==> config.mk <==
export PLATFORM = sky130hd
export DESIGN_NAME = rk192_store
export DESIGN_NICKNAME = d
export VERILOG_FILES = /design/src/rtl/rk192_store.sv
export SDC_FILE = /design/constraint.sdc
export NUM_CORES = 2
export LEC_CHECK = 0
export CAP_MARGIN = 20
export CELL_PAD_IN_SITES_DETAIL_PLACEMENT = 1
export CELL_PAD_IN_SITES_GLOBAL_PLACEMENT = 1
export CORE_MARGIN = 2
export CORE_UTILIZATION = 45
export CTS_CLUSTER_DIAMETER = 100
export DETAILED_ROUTE_END_ITERATION = 7
export GPL_ROUTABILITY_DRIVEN = 1
export PLACE_DENSITY = 0.75
export SYNTH_ARGS = -nofsm -noshare
export SYNTH_HDL_FRONTEND = slang
export SYNTH_SLANG_ARGS = --single-unit
==> constraint.sdc <==
create_clock -name mclk -period 2.6 [get_ports mclk]
set_input_delay 0.26 -clock mclk [delete_from_list [all_inputs] [get_ports mclk]]
set_output_delay 0.26 -clock mclk [all_outputs]
set_load 0.01 [all_outputs]
==> src/rtl/rk192_store.sv <==
// -----------------------------------------------------------------------------
// rk192_store
// Round-key store between the AES-192 key expander and the cipher round
// engine. Captures the 13 round keys emitted by the expander (one 128-bit word
// per load-enable pulse, tagged with its round index) and replays them to the
// round engine, one word per clock, on request.
//
// Optional feature macro: RK192_STORE_DEC_EN
//   defined   : rd_dec port exists; rd_dec=1 sampled with rd_start replays 12->0
//   undefined : no rd_dec port; replay is always 0->12
//
// Ports
//   mclk        in   system clock, rising edge
//   arst_n      in   asynchronous active-low reset
//   rk192       in   [0:127] round key from the expander
//   rk192_count in   [3:0]   round index of rk192
//   rk192_le    in   load enable for rk192/rk192_count
//   kexp_busy   in   expander busy flag
//   rd_start    in   one-cycle replay request
//   rd_dec      in   replay order (only with RK192_STORE_DEC_EN)
//   rk_out      out  [0:127] replayed round key
//   rk_round    out  [3:0]   index of rk_out
//   rk_valid    out  rk_out/rk_round valid
//   keys_ready  out  all slots loaded and expander idle
//   rd_busy     out  replay in progress
//   err         out  sticky: load with index > 12 seen
// -----------------------------------------------------------------------------
module rk192_store #(
    parameter int NRK = 13
) (
    input  logic         mclk,
    input  logic         arst_n,
    input  logic [0:127] rk192,
    input  logic [3:0]   rk192_count,
    input  logic         rk192_le,
    input  logic         kexp_busy,
    input  logic         rd_start,
`ifdef RK192_STORE_DEC_EN
    input  logic         rd_dec,
`endif
    output logic [0:127] rk_out,
    output logic [3:0]   rk_round,
    output logic         rk_valid,
    output logic         keys_ready,
    output logic         rd_busy,
    output logic         err
);

    localparam logic [3:0] LAST_IDX = 4'(NRK - 1);

    typedef enum logic [1:0] {
        ST_IDLE  = 2'd0,
        ST_LOAD  = 2'd1,
        ST_READY = 2'd2,
        ST_READ  = 2'd3
    } state_e;

    state_e         state_q, state_d;
    logic [0:127]   mem_q [NRK];
    logic [NRK-1:0] mask_q, mask_d;
    logic [3:0]     idx_q, idx_d;
    logic [3:0]     cnt_q, cnt_d;
    logic           dir_q, dir_d;
    logic [0:127]   rk_out_q, rk_out_d;
    logic [3:0]     rk_round_q, rk_round_d;
    logic           rk_valid_q, rk_valid_d;
    logic           keys_ready_q, keys_ready_d;
    logic           err_q, err_d;

    logic           wr_ok_s;
    logic           wr_bad_s;
    logic           new_key_s;
    logic           dec_s;
    logic [NRK-1:0] wr_onehot_s;

    assign wr_ok_s     = rk192_le && (rk192_count <= LAST_IDX);
    assign wr_bad_s    = rk192_le && (rk192_count >  LAST_IDX);
    // An index-0 load marks the start of a fresh key schedule.
    assign new_key_s   = rk192_le && (rk192_count == 4'd0);
    assign wr_onehot_s = {{(NRK-1){1'b0}}, 1'b1} << rk192_count;

`ifdef RK192_STORE_DEC_EN
    assign dec_s = rd_dec;
`else
    assign dec_s = 1'b0;
`endif

    assign rk_out     = rk_out_q;
    assign rk_round   = rk_round_q;
    assign rk_valid   = rk_valid_q;
    assign rd_busy    = rk_valid_q;
    assign keys_ready = keys_ready_q;
    assign err        = err_q;

    // Written-mask update: a new key restarts the mask with only slot 0 set.
    always_comb begin
        mask_d = mask_q;
        if (new_key_s) begin
            mask_d = {{(NRK-1){1'b0}}, 1'b1};
        end else if (wr_ok_s) begin
            mask_d = mask_q | wr_onehot_s;
        end else begin
            mask_d = mask_q;
        end
    end

    // Control FSM next state and registered-output next values.
    always_comb begin
        state_d    = state_q;
        idx_d      = idx_q;
        cnt_d      = cnt_q;
        dir_d      = dir_q;
        rk_out_d   = rk_out_q;
        rk_round_d = rk_round_q;
        rk_valid_d = 1'b0;
        err_d      = err_q | wr_bad_s;
        if (new_key_s) begin
            // Restarting the schedule wins over everything, including replay.
            state_d = ST_LOAD;
        end else begin
            case (state_q)
                ST_IDLE: begin
                    state_d = ST_IDLE;
                end
                ST_LOAD: begin
                    if ((&mask_q) && !kexp_busy) begin
                        state_d = ST_READY;
                    end else begin
                        state_d = ST_LOAD;
                    end
                end
                ST_READY: begin
                    if (rd_start) begin
                        state_d = ST_READ;
                        dir_d   = dec_s;
                        idx_d   = dec_s ? LAST_IDX : 4'd0;
                        cnt_d   = 4'd0;
                    end else begin
                        state_d = ST_READY;
                    end
                end
                ST_READ: begin
                    rk_out_d   = mem_q[idx_q];
                    rk_round_d = idx_q;
                    rk_valid_d = 1'b1;
                    idx_d      = dir_q ? (idx_q - 4'd1) : (idx_q + 4'd1);
                    cnt_d      = cnt_q + 4'd1;
                    // Leaving on the last word lets a new request land in the
                    // very next cycle, giving the 14-cycle repeat period.
                    if (cnt_q == LAST_IDX) begin
                        state_d = ST_READY;
                    end else begin
                        state_d = ST_READ;
                    end
                end
                default: begin
                    state_d = ST_IDLE;
                end
            endcase
        end
        keys_ready_d = (state_d == ST_READY) || (state_d == ST_READ);
    end

    // Round-key storage; out-of-range indices never reach the array.
    always_ff @(posedge mclk or negedge arst_n) begin
        if (!arst_n) begin
            for (int k = 0; k < NRK; k++) begin
                mem_q[k] <= {128{1'b0}};
            end
        end else if (wr_ok_s) begin
            mem_q[rk192_count] <= rk192;
        end
    end

    // Control state and output registers.
    always_ff @(posedge mclk or negedge arst_n) begin
        if (!arst_n) begin
            state_q      <= ST_IDLE;
            mask_q       <= {NRK{1'b0}};
            idx_q        <= 4'd0;
            cnt_q        <= 4'd0;
            dir_q        <= 1'b0;
            rk_out_q     <= {128{1'b0}};
            rk_round_q   <= 4'd0;
            rk_valid_q   <= 1'b0;
            keys_ready_q <= 1'b0;
            err_q        <= 1'b0;
        end else begin
            state_q      <= state_d;
            mask_q       <= mask_d;
            idx_q        <= idx_d;
            cnt_q        <= cnt_d;
            dir_q        <= dir_d;
            rk_out_q     <= rk_out_d;
            rk_round_q   <= rk_round_d;
            rk_valid_q   <= rk_valid_d;
            keys_ready_q <= keys_ready_d;
            err_q        <= err_d;
        end
    end

endmodule

==> results.txt <==
After detailed routing, the number of vias per cell comes to 5.834. End point of the critical path: rk_out[57]. For this block, the routed nets add up to 232.0 mm of wire.

Global routing consumed, on the met2 layer, 43.95% of the routing resources. For this block, the via count after detailed routing is 50800. The layout overhead on the synthesized area is 17.25%.

The total global-route track usage is 25.40%. The initial antenna violation count was 27; the minimum setup slack among reg-to-reg paths was 0.19 ns. The area enclosed by the die boundary was 185900 um^2; the number of I/O port buffers was 272. The floorplan step defined a core boundary enclosing 180900 um^2.

Once the clock tree was built, the resizer swapped 0 gates to a different size. The transition at the pin with the smallest max-transition slack is 0.7772 ns, and the final cell utilization of the core is 53.20%. The synthesized area divided by synthesized cell count is 13.78 um^2, and the iteration-0 DRC count of the detailed router is 3017.

The wire length of the first global-routing pass was 363.5 mm; the post-synthesis register bit count was 1822. In this run the critical register-to-register path is launched from idx_q[0]. The fraction of the cycle the final worst path needs was 92.74%; the fraction of synthesized cell area taken by the top area cell type was 55.54%.

The run gives 0.85 ns as the clock insertion delay at the later pin of the skew report. Worst hold-check path type: in -> reg. The tools report the clock sink count as 1822.

Critical setup path kind: reg -> reg. The total setup violations reported at the end of the flow was 0; the clock-pin slew of the registers on the worst-case setup and hold paths was 0.06 ns. The logs give 0 for the final antenna-violating net count and 0 for the number of hold violations in the final report.

Buffer count from post-CTS setup fixing: 0. For this configuration, the core starts out at a cell density of 45.37%. The number of search-and-repair iterations in the first detailed-routing pass was 6. Between clock sinks in the finished design, the worst skew comes to 0.04185 ns.

The tools report the kind of launch point of the worst setup path as a flip-flop. After detailed placement, the total cell area comes to 89410 um^2. The most common cell in the synthesized netlist is sky130_fd_sc_hd__dfrtp_1. The cell leakage power was 39.89 nW; the share of the yosys chip area belonging to registers was 55.54%. The reg-to-reg critical path endpoint was rk_out[57]. Setup repair after global routing left no endpoint under its margin. The endpoint type of the worst setup path is a flip-flop. The tools report the maximum count of clock buffers along a single path as 3. Source of the worst hold timing path: rk192_count[2]. In this run the horizontal extent of the chip is 431.1 um.

The tools report the cell at the root of the clock tree as sky130_fd_sc_hd__clkbuf_16. The biggest area contributor in the post-synthesis netlist is sky130_fd_sc_hd__dfrtp_1. For the worst flop-to-flop path, the logic depth is 6.

The total I/O pin count is 273. From bottom edge to top edge, the die measures 431.1 um. In the synthesized netlist, the cells that appear most often are sky130_fd_sc_hd__dfrtp_1 (1822), sky130_fd_sc_hd__mux2_2 (1540), sky130_fd_sc_hd__nand2_1 (518). In this run, post-CTS hold repair placed 2 buffers. The met3 layer usage reported by global route was 3.366%; the post-route minimum period was 2.411 ns. The number of synthesis warnings is 0. The top achievable clock speed is 414.7 MHz. In the routed design, unresolved DRC markers number 0. The flow ran to the end, and the final reports show no timing, DRC or antenna violations. The weighted congestion at the end of routability-driven global placement came out at 0.7558. The most critical setup path has its startpoint at idx_q[0]. Sorting the synthesized cells by area gives the leading types as sky130_fd_sc_hd__dfrtp_1 (56%), sky130_fd_sc_hd__mux2_2 (21%), sky130_fd_sc_hd__mux4_2 (7.0%).

Counting flops with an async set or reset pin after synthesis yields a share of 100.0%. Counting every instance in the synthesized netlist gives 5957. The cell area power density is 808.5 nW/um^2, and the maximum fanout encountered on the critical timing path is 21. After detailed routing, the average wire length per cell comes to 26.64 um.

The detailed placement HPWL came out at 142.4 mm. Number of fillers in the final layout: 17310. Yosys mapped a number of flops with a built-in enable equal to 0.

The final number of max-transition violations was 0; the largest net degree at the start of global routing was 137. The total global routing overflow is 0, and the arrival time of the worst setup path is 3.13 ns. For the number of buffers inserted during clock tree synthesis, the log shows 197.

In this run the core area contains 156 standard-cell rows. In the final layout, the multi-input gates occupy 33820 um^2. The sequential cells in the finished layout cover a total of 45610 um^2. For this run, the leading register cell type out of synthesis is sky130_fd_sc_hd__dfrtp_1. The logs give 57760 for the number of global-route vias before repair and 0 for the reported max-cap violation count. Yosys mapped the design onto 43 distinct sky130hd cell types. The maximum vdd drop is 0.6179 mV, and the final design area excluding fillers is 96250 um^2. TritonCTS built the clock tree. The total number of H-tree levels was 4; the worst endpoint required time was 3.32 ns.

The layer flagged by global routing as most heavily used is met2. The cell area after technology mapping is 82090 um^2, and the worst slew slack as a fraction of its limit is 48.18%. The ratio of cells with drive above 1 in the final layout is 38.76%. Synthesis produced a netlist with a net count of 6097.

The tools report the routing usage on met1 as 33.21%. For this run, the post-layout net count is 6305.
## area by class of cell
type / instances / share of cell area [%]
flip-flops and latches: 1822 / 47.38
multi-input cells: 3552 / 35.14
repair buffers: 583 / 7.285
clock buffers: 289 / 6.068
well taps: 2370 / 3.081
clock inverters: 71 / 0.9710
inverters: 9 / 0.04030
diodes: 12 / 0.03120
## per-stage QoR
step	setup TNS (ns)	cells	setup WS, ns	hold WS (ns)	power [mW]
after CTS	0	8696	0.1866	0.1104	78.58
after global routing	0	8704	0.04903	0.1861	81.40
after detailed placement	-0.8907	8334	-0.06580	0.2087	49.05
after floorplan	0	5957	0.6648	-0.03559	45.17
final	0	8708	0.1888	0.1471	77.82
after global placement	0	8334	0.006539	0.2101	47.88
## registers in the layout, summed over array words and instances, names as in the netlist
| register | count |
|---|---|
| rk_round | 4 |
| keys_ready | 1 |
| mem_q | 1664 |
| mask_q | 13 |
| rk_out | 128 |
| rd_busy | 1 |
| state_q | 2 |
| cnt_q | 4 |
| err | 1 |
| idx_q | 4 |
## cells in the final DEF, fill, tap and decap left out, drive strengths merged, types with 2 or more instances in the layout
| cell | n |
|---|---|
| nand2b | 7 |
| nand3 | 3 |
| clkinvlp | 6 |
| nor3 | 3 |
| nand2 | 518 |
| nor2b | 126 |
| o311ai | 2 |
| diode | 12 |
| mux2i | 258 |
| buf | 311 |
| inv | 16 |
| nor2 | 30 |
| o41ai | 2 |
| mux2 | 1540 |
| o211ai | 2 |
| clkbuf | 289 |
| mux4 | 254 |
| or2 | 3 |
| clkdlybuf4s50 | 271 |
| a21boi | 2 |
| or3 | 7 |
| a211oi | 126 |
| dfrtp | 1822 |
| bufinv | 16 |
| clkinv | 42 |
| nand3b | 128 |
| nand4 | 3 |
| o31ai | 126 |
| nand4bb | 2 |
| a21oi | 135 |
| a22o | 4 |
| o21ai | 261 |
| ha | 3 |
## worst min path at each step
stage                      endpoint  slack (ns)  depth (start not counted)
after detailed placement  mem_q[15]        0.21                          1
after global placement    mem_q[15]        0.21                          1
after global routing            err        0.19                          3
after CTS                       err        0.11                          3
after floorplan            cnt_q[0]       -0.04                          0
final                           err        0.15                          3
## critical path, cell delays in order, from the launching register on
cell and delay [ns]:
sky130_fd_sc_hd__dfrtp_4 0.52, sky130_fd_sc_hd__buf_12 0.22, sky130_fd_sc_hd__buf_12 0.23, sky130_fd_sc_hd__mux4_2 0.53, sky130_fd_sc_hd__nor2b_1 0.14, sky130_fd_sc_hd__a211oi_1 0.46
sky130_fd_sc_hd__o31ai_1 0.13
## cells by family (layout without fill, tap and decap cells)
kind of cell | Yosys count | in the layout | share of synthesized area, %
buf+inv | 583 | 952 | 3.384
simple gates | 834 | 834 | 4.900
flops | 1822 | 1822 | 55.54
mux | 2052 | 2052 | 31.24
other cells | 0 | 12 | 0
compound gates | 663 | 663 | 4.890
fa+ha+maj | 3 | 3 | 0.04573
## layer usage
layer  up-vias  part of all wire [%]  routed length, um
met5         -                 0.054                126
met4        20                   2.8               6432
met3       387                   3.3               7732
met2       857                    51             118400
met1     27660                    43              99270
li1      21880                     -                  -
## where the power goes
part / switching (mW) / internal [mW]
combinational: 4.27 / 6.81
clock: 12.0 / 17.2
sequential: 3.19 / 34.4
total: 19.4 / 58.4
Note: power is estimated with default switching activity, not from simulation.
